### src/rtl/battleship_display_arbiter.sv
// Shares the 4-digit seven-segment display between alert, score and ships
// images. Optional alert blink is enabled by BATTLESHIP_DISPLAY_BLINK_EN.
module battleship_display_arbiter #(
   parameter int unsigned HOLD_CYCLES  = 50_000_000,
   parameter int unsigned BLINK_CYCLES = 12_500_000
) (
   input  logic        clk,
   input  logic        rst_n,
   input  logic [2:0]  req,
   input  logic [27:0] seg_alert,
   input  logic [27:0] seg_score,
   input  logic [27:0] seg_ships,
   output logic [2:0]  gnt,
   output logic [27:0] ships_out,
   output logic        busy
);

   localparam int unsigned CW =
      (HOLD_CYCLES > 1) ? $clog2(HOLD_CYCLES) : 1;
   localparam logic [CW-1:0] RELOAD = CW'(HOLD_CYCLES - 1);

   localparam logic [0:0] S_IDLE = 1'b0;
   localparam logic [0:0] S_OWN  = 1'b1;

   if (HOLD_CYCLES < 1 || BLINK_CYCLES < 1) begin : g_bad_param
      $error("HOLD_CYCLES and BLINK_CYCLES must be >= 1");
   end

   logic [0:0]    state, state_d;
   logic [2:0]    gnt_d;
   logic [CW-1:0] cnt, cnt_d;
   logic [2:0]    others;
   logic [27:0]   img_alert;
   logic [27:0]   img;

   function automatic logic [2:0] pick(input logic [2:0] r);
      if (r[0])      return 3'b001;
      else if (r[1]) return 3'b010;
      else if (r[2]) return 3'b100;
      else           return 3'b000;
   endfunction

   assign others = req & ~gnt;
   assign busy   = (state == S_OWN) && (cnt != '0);

   // Next owner: alert preempts, dwell holds the owner, then re-arbitrate.
   always_comb begin
      state_d = state;
      gnt_d   = gnt;
      cnt_d   = cnt;
      if (state == S_IDLE) begin
         if (req != 3'b000) begin
            state_d = S_OWN;
            gnt_d   = pick(req);
            cnt_d   = RELOAD;
         end
      end else if (req[0] && !gnt[0]) begin
         gnt_d = 3'b001;
         cnt_d = RELOAD;
      end else if (cnt != '0) begin
         cnt_d = cnt - 1'b1;
      end else if (gnt[0] && req[0]) begin
         cnt_d = RELOAD;
      end else if (others != 3'b000) begin
         gnt_d = pick(others);
         cnt_d = RELOAD;
      end else if ((req & gnt) != 3'b000) begin
         cnt_d = RELOAD;
      end else begin
         state_d = S_IDLE;
         gnt_d   = 3'b000;
         cnt_d   = '0;
      end
   end

`ifdef BATTLESHIP_DISPLAY_BLINK_EN
   localparam int unsigned BW =
      (BLINK_CYCLES > 1) ? $clog2(BLINK_CYCLES) : 1;
   localparam logic [BW-1:0] BLAST = BW'(BLINK_CYCLES - 1);

   logic [BW-1:0] bcnt;
   logic          vis;

   // Blink phase restarts visible on every new alert grant.
   always_ff @(posedge clk or negedge rst_n) begin
      if (!rst_n) begin
         bcnt <= '0;
         vis  <= 1'b1;
      end else if (gnt_d[0] && !gnt[0]) begin
         bcnt <= '0;
         vis  <= 1'b1;
      end else if (gnt[0]) begin
         if (bcnt == BLAST) begin
            bcnt <= '0;
            vis  <= ~vis;
         end else begin
            bcnt <= bcnt + 1'b1;
         end
      end
   end

   assign img_alert = vis ? seg_alert : 28'h0;
`else
   assign img_alert = seg_alert;
`endif

   // Image of the current owner; never a mix of sources.
   always_comb begin
      img = 28'h0;
      unique case (1'b1)
         gnt[0]:  img = img_alert;
         gnt[1]:  img = seg_score;
         gnt[2]:  img = seg_ships;
         default: img = 28'h0;
      endcase
   end

   // Arbiter state and registered display word.
   always_ff @(posedge clk or negedge rst_n) begin
      if (!rst_n) begin
         state     <= S_IDLE;
         gnt       <= 3'b000;
         cnt       <= '0;
         ships_out <= 28'h0;
      end else begin
         state     <= state_d;
         gnt       <= gnt_d;
         cnt       <= cnt_d;
         ships_out <= img;
      end
   end

endmodule

### config.mk
export PLATFORM = sky130hd
export DESIGN_NAME = battleship_display_arbiter
export DESIGN_NICKNAME = d
export VERILOG_FILES = /design/src/rtl/battleship_display_arbiter.sv
export SDC_FILE = /design/constraint.sdc
export NUM_CORES = 1
export LEC_CHECK = 0
export CAP_MARGIN = 20
export CORE_MARGIN = 1
export CORE_UTILIZATION = 45
export CTS_BUF_LIST = sky130_fd_sc_hd__clkbuf_4 sky130_fd_sc_hd__clkbuf_8
export CTS_CLUSTER_DIAMETER = 100
export DETAILED_ROUTE_END_ITERATION = 7
export GPL_ROUTABILITY_DRIVEN = 1
export PLACE_DENSITY = 0.86
export RECOVER_POWER = 50
export SLEW_MARGIN = 10
export SYNTH_ARGS = -nofsm -noshare
export SYNTH_HDL_FRONTEND = slang
export SYNTH_SLANG_ARGS = --single-unit
### constraint.sdc
create_clock -name clk -period 2.6 [get_ports clk]
set_input_delay 0.52 -clock clk [delete_from_list [all_inputs] [get_ports clk]]
set_output_delay 0.52 -clock clk [all_outputs]
set_load 0.005 [all_outputs]
## After elaboration in Yosys (flattened, before gate mapping)

Index checks and enable logic that the tools add are counted.
Widths: inputs -> output; s select.

| storage, ports and cells | value |
|---|---|
| input bits | 89 |
| register bits | 58 |
| output and inout bits | 32 |
| RAM bits | 0 |
| bits in latches | 0 |
| logic and storage cells | 49 |
| memory bits (read-only) | 0 |
| memories kept | 0 |

| operators by class | value |
|---|---|
| reduce and logical (&&, ||, !) cells | 10 |
| bitwise gates (word level) | 3 |
| div/mod/pow operators | 0 |
| shift-type cells | 0 |
| multiplexer cells | 28 |
| multipliers | 0 |
| eq/ne operators | 3 |
| order comparisons | 0 |
| add/subtract/negate cells | 1 |

Operators by type and width:

| kind | number |
|---|---|
| $mux 26 | 7 |
| $pmux 28 s3 | 1 |
| $mux 3 | 13 |
| $reduce_bool 26->1 | 1 |
| $sub 26x1->26 const B | 1 |
| $reduce_bool 3->1 | 3 |
| $mux 1 | 7 |
| $and 3x3->3 | 2 |
| $ne 3x3->1 const B | 2 |
| $ne 4x4->1 const B | 1 |
| $reduce_and 4->1 | 1 |
| $logic_and 1x1->1 | 3 |
| $not 3->3 | 1 |
| $reduce_bool 2->1 | 1 |
| $logic_not 1->1 | 1 |

## Logic depth before layout (Yosys ltp)

Gate-level depths: netlist of run 1.

| depth | value |
|---|---|
| depth after elaboration | 10 |
| gate-level depth with buffers | 8 |
| depth with buffers taken out | 7 |

## Worst setup path before layout of run 1

OpenSTA, ideal clock, no wires.

| timing | value |
|---|---|
| kind | register to output |
| start | reg cnt[0] |
| end | out busy |
| stages on the path, launching flop included | 7 |
| path slack | 201 ps |
| arrival | 1879 ps |
| required time | 2080 ps |
| buffers on the path | 0 |
| cell sequence | dfrtp_1 > inv_1 > ha_1 > or3b_2 > nor4_4 > and3_1 > nor2_1 |

| on the way | value |
|---|---|
| word-level cells in the longest chain between the ends | 2 |

RTL lines:

| item | RTL line | text |
|---|---|---|
| start, declared | 31 | `logic [CW-1:0] cnt, cnt_d;` |
| start signal, assigned | 128 | `cnt <= cnt_d;` |
| $reduce_bool 26->1 | 44 | `assign busy = (state == S_OWN) && (cnt != '0);` |
| $logic_and 1x1->1 | 44 |  |
| end, declared | 15 | `output logic busy` |

No other way between the ends.

## Worst setup path in the final report of run 1

| timing | value |
|---|---|
| start | reg cnt[1] |
| end | out busy |

Same word-level chain as after synthesis.

==> run metrics, run 1 <==
status=finished, violations left; failing checks=design-rule violations, max-capacitance violations, max-slew violations; max_cap viols=1; GRT Total Usage=0.302; leakage=1.98 nW; Cell variety after synth=54; post-synthesis sequential area ratio=0.477; peak supply drop=0.377 mV; CP endpoint kind=primary output; hold_buf cts=0; final WL=10000 um; crit-path max FO=2; prevailing post-synth register cell=dfrtp_1; synth top area cells=dfrtp_1 48%, a222oi_1 9.2%, inv_1 4.1%, a21oi_1 3.8%, nor3_1 2.6%; Cells after Synth=318; fmax=0.392 GHz; CTS tree=done; drt first pass iters=8; Critical Path RT=2.08 ns; r2r setup slk=0.22 ns; worst-case clock buffer depth=2; unrepaired setup endpoints after global routing=yes; core box area=0.00642 sq mm; Die X=84.2 um; Yosys reg bits=58; Slew Limit Fails=32; initial antenna violation count=0; initial core utilization=0.473; setup tns final=0 ns; hpwl dp=7220 um; routed vias=3312; vias in the first global route=3411; Die Height=84.2 um; pin count of the biggest net entering global routing=32; Initial DRC Count=338; cell area after synthesis=0.00304 sq mm; Setup CP Type=reg2out; hold crit path type=in2async; gpl congestion=0.883; worst setup path start=cnt[1]; Clock Sinks=58; clk_lat worst skew=0.34 ns; Reg-to-Reg End=gnt[1]; commonest non-fill, non-tap cell in the layout=clkdlybuf4s50_1; highest-count cells in the layout ignoring fill and taps=118 x clkdlybuf4s50_1, 56 x dfrtp_1, 32 x inv_1, 31 x buf_4, 28 x a222oi_1; Ports=121; Rows=29; Final Hold Fails=0; Layout area overhead=56.7%; fin crit period=2.55 ns; CTS root buf=clkbuf_8; Nets=556; TritonCTS Buffers=9; vias per inst=6.04; Data arrival, critical path=2.03 ns; fraction of registers with async set/reset=1.00; Yosys Warn Count=0; number of flops mapped to enable cells by yosys=0; DRC viols=4; CTS clk-pin slew, worst paths=0.07 ns; DR WL/cell=18.2 um; Setup violations, final=0; share of the synthesized area in the top cell type=0.477; global-route wire length before repair=16400 um; overflow left after global routing=0; Net Count, Synth=408; Worst slew margin=-0.114; share of cells above drive strength 1=0.140; Post-DP Area=0.00447 sq mm; crit start category=register; count of buffers inserted at the top-level ports=120; top cell type by total area after synthesis=dfrtp_1; H-Tree Depth=3; Setup crit end=busy; Tightest Pin Transition=1.67 ns; design area=0.00476 sq mm; Die ar.=0.00709 sq mm; Post-DRT Antenna Nets=0; Reg2Reg Depth=6; Setup Skew=0.00711 ns; RR Startpoint=cnt[8]; syn_area_per_cell=9.56 sq um; P per Cell Area=679 mW/mm^2; diodes inserted=0; Tcrit/Tclk final=0.981
==> cell type report <==
cell class	instances	area, sq um
well taps	77	96.3
inverters	34	128
multi-input cells	208	1400
clock inverters	5	100
clock buffers	11	151
fillers	440	1660
flip-flops and latches	58	1450
repair buffers	155	1440
==> through the flow <==
stage          hold slack (ns)  total power [mW]  worst slack (ns)  instances  utilization
2_1_floorplan            0.224              1.65             0.201        318            -
3_3_place_gp             0.384              2.06            0.0237        525        0.696
3_5_place_dp             0.390              2.11           -0.0208        525        0.696
4_1_cts                 0.0205              3.24            0.0121        546        0.742
5_1_grt                  0.129              3.41           -0.0527        548        0.742
6_report                 0.122              3.23            0.0501        548        0.742
==> power by group <==
part	switching [mW]	internal [mW]	leakage (nW)
clock	0.373	0.686	0.129
combinational	0.431	0.546	1.21
sequential	0.146	1.05	0.640
total	0.950	2.28	1.98
==> critical path, stage by stage, from the launching register on <==
cell      delay [ns]
dfrtp_1         0.39
inv_1           0.08
ha_2            0.17
or3b_4          0.40
nor4_4          0.30
and3_1          0.21
nor2_1          0.05
clkbuf_2        0.11
==> worst min path at each step <==
| stage | start | end | cells after the start |
|---|---|---|---|
| 3_5_place_dp | rst_n | cnt[25] | 1 |
| 4_1_cts | rst_n | cnt[24] | 1 |
| 5_1_grt | rst_n | cnt[24] | 1 |
| 3_3_place_gp | rst_n | cnt[25] | 1 |
| 2_1_floorplan | rst_n | cnt[0] | 0 |
| 6_report | rst_n | cnt[24] | 1 |
==> synth_stat cells, drive strengths merged, types with 2 or more instances <==
library cell / n
a211oi: 7
a21o: 4
a21oi: 23
a222oi: 28
a22oi: 2
a31oi: 5
and2: 3
and3: 2
buf: 3
clkbuf: 15
dfrtp: 58
inv: 33
nand2: 20
nand3: 7
nand4: 5
nor2: 21
nor3: 17
nor4: 9
o21ai: 12
o221ai: 2
o22ai: 3
o311ai: 2
o31ai: 3
or2: 2
or3: 8
or4: 5
==> kinds of logic after synthesis <==
logic type      Yosys count  synth area share
compound gates          101             0.250
xor+xnor                  1           0.00288
buf+inv                  52            0.0650
fa+ha+maj                 1           0.00411
simple gates            105             0.201
flops                    58             0.477
==> registers in the layout, summed over array words and instances (netlist names) <==
register and flops:
gnt 3, state 1, ships_out 28, cnt 26
==> metal layers <==
layer | routed length (um) | global-route usage
met5 | 0 | 0
met4 | 299 | 0.146
met3 | 928 | 0.100
met2 | 5180 | 0.521
met1 | 3590 | 0.336
==> repair_timing <==
| action | 4_1_cts | 5_1_grt |
|---|---|---|
| endpoints found under the setup margin | 1 | 1 |
| resized for setup | 5 | 3 |
| buffers inserted | 5 | 2 |
| pin swaps | 3 | 2 |
Note: power is estimated with default switching activity, not from simulation.
==> inputs of run 2 (changes only) <==
CORE_UTILIZATION = 48   (was 45)
PLACE_DENSITY = 0.9   (was 0.86)
SKIP_LAST_GASP = 1   (was unset)
TNS_END_PERCENT = 30   (was unset)
clock period = 3.1 ns   (was 2.6 ns; I/O delays follow)
==> run 2 against run 1 <==
The flow now finishes without violations. Cell count shrank 3.8%. Power shrank 25%. Clock power shrank 36%. Combinational power shrank 27%. Largest power group unchanged. Clock-buffer cell count shrank 2. Worst setup slack gained 0.32 ns. Die area shrank 6.1%. Sequential power shrank 14%. Sequential share of layout area grew 1.2 points. Register-to-register slack gained 0.35 ns. Hold slack gained 0.43 ns. Clock skew grew 0.0021 ns.
==> run metrics, run 2 (synthesis results as in run 1) <==
vias per inst=6.28; global-route wire length before repair=15700 um; Final Hold Fails=0; Worst slew margin=0.0323; Setup Skew=0.00920 ns; peak supply drop=0.354 mV; # fillers=381; Rows=28; core box area=0.00603 sq mm; final WL=9960 um; Die ar.=0.00666 sq mm; H-Tree Depth=3; post-place setup slack=0.238 ns; highest-count cells in the layout ignoring fill and taps=91 x clkdlybuf4s50_1, 56 x dfrtp_1, 33 x inv_1, 28 x a222oi_1, 27 x dlygate4sd3_1; crit-path max FO=6; Hold WS=0.557 ns; clk_lat worst skew=0.34 ns; largest reg by FF count=ships_out; Final Util=0.760; Critical Path, Cell by Cell=or4_4 > nor4_4 > and3_4 > nor2_1 > dlymetal6s2s_1; overflow left after global routing=0; Regs by FF count=ships_out x28, cnt x26, gnt x3; max_cap viols=0; Critical Path RT=2.48 ns; Layout area overhead=50.7%; Post-DP Area=0.00437 sq mm; DRC viols=0; Setup CP Type=reg2out; hold crit path type=reg2reg; Die Height=81.6 um; Setup violations, final=0; unrepaired setup endpoints after global routing=no; worst-case clock buffer depth=2; initial core utilization=0.505; CTS tree=done; gpl congestion=0.870; Multi-input gate area=0.00140 sq mm; vias in the first global route=3243; initial antenna violation count=0; WP buf/inv=1; slowest cell on the critical path=or4_4; fmax=0.367 GHz; DR WL/cell=18.9 um; leakage=1.88 nW; Clock Sinks=58; Initial DRC Count=430; routed vias=3311; final std cells w/o fill=527; Post-DRT Antenna Nets=0; count of buffers inserted at the top-level ports=120; GRT Total Usage=0.320; Tcrit/Tclk final=0.880; Die X=81.6 um; status=completed; P per Cell Area=528 mW/mm^2; Nets=538; setup tns final=0 ns; critical path's top delay family=simple AND/OR/NAND/NOR gates; commonest non-fill, non-tap cell in the layout=clkdlybuf4s50_1; CTS clk-pin slew, worst paths=0.07 ns; cell count after placement=510; Seq. cell area=0.00145 sq mm; CTS root buf=clkbuf_8; Slew Limit Fails=0; slack of the critical path=0.372 ns; Total Power=2.42 mW; share of cells above drive strength 1=0.111; hold_buf cts=0; crit start category=register; Crit path largest cell delay=0.59 ns; hpwl dp=7030 um; diodes inserted=0; CP endpoint kind=primary output; TritonCTS Buffers=9; max FFs per register=28; Ports=121; drt first pass iters=7; Data arrival, critical path=2.11 ns; fin crit period=2.73 ns; pin count of the biggest net entering global routing=33; design area=0.00458 sq mm; Tightest Pin Transition=1.45 ns
run 2: cell count changes in the layout (fill, tap and decap cells not counted):
cell and delta:
clkdlybuf4s50_1 -27, dlygate4sd3_1 +27, buf_4 -15, clkbuf_1 -4, bufinv_16 -2, clkbuf_8 -2, clkinv_2 +2, and3_1 -1
and3_4 +1, clkinv_4 +1, dlymetal6s2s_1 +1, inv_1 +1, inv_2 -1
run 2: final timing paths:
kind,startpoint,end,slack (ns),cells after the start
max,cnt[8],busy,0.37,5
min,cnt[10],cnt[10],0.56,1
max reg2reg,cnt[14],cnt[7],0.57,6
min reg2reg,cnt[10],cnt[10],0.56,1
max in group asynchronous,rst_n,gnt[0],0.99,2
min in group asynchronous,rst_n,cnt[8],0.61,1
run 2: routing by layer:
| layer | share of wire | vias up | global-route usage |
|---|---|---|---|
| met5 | 0 | - | 0 |
| met4 | 0.059 | 0 | 0.218 |
| met3 | 0.087 | 54 | 0.0767 |
| met2 | 0.48 | 229 | 0.508 |
| met1 | 0.38 | 1549 | 0.385 |
| li1 | - | 1479 | - |
run 2: worst reg2reg max path: stages, from the launching register on:
cell	delay, ns
dfrtp_1	0.43
nor4_1	0.52
nand4_2	0.34
o21ai_2	0.54
buf_4	0.25
nor4_1	0.06
a211o_1	0.28
run 2: area by class of cell:
class                   instances  share of cell area
clock inverters                 6              0.0128
multi-input cells             208               0.306
clock buffers                   9              0.0270
inverters                      34              0.0279
flip-flops and latches         58               0.317
well taps                      75              0.0205
repair buffers                137               0.289
run 2: what timing repair did:
item                       4_1_cts  5_1_grt
setup endpoints to repair        1        1
gates resized for setup          2        4
cloned                           0        0
pin swaps                        0        3
setup buffers                    1        1
run 2: report_power, final:
group          leakage [nW]  total (mW)  internal (mW)  switching, mW
registers             0.640        1.03          0.882          0.148
logic                  1.14       0.709          0.391          0.318
clock network        0.0986       0.678          0.362          0.316
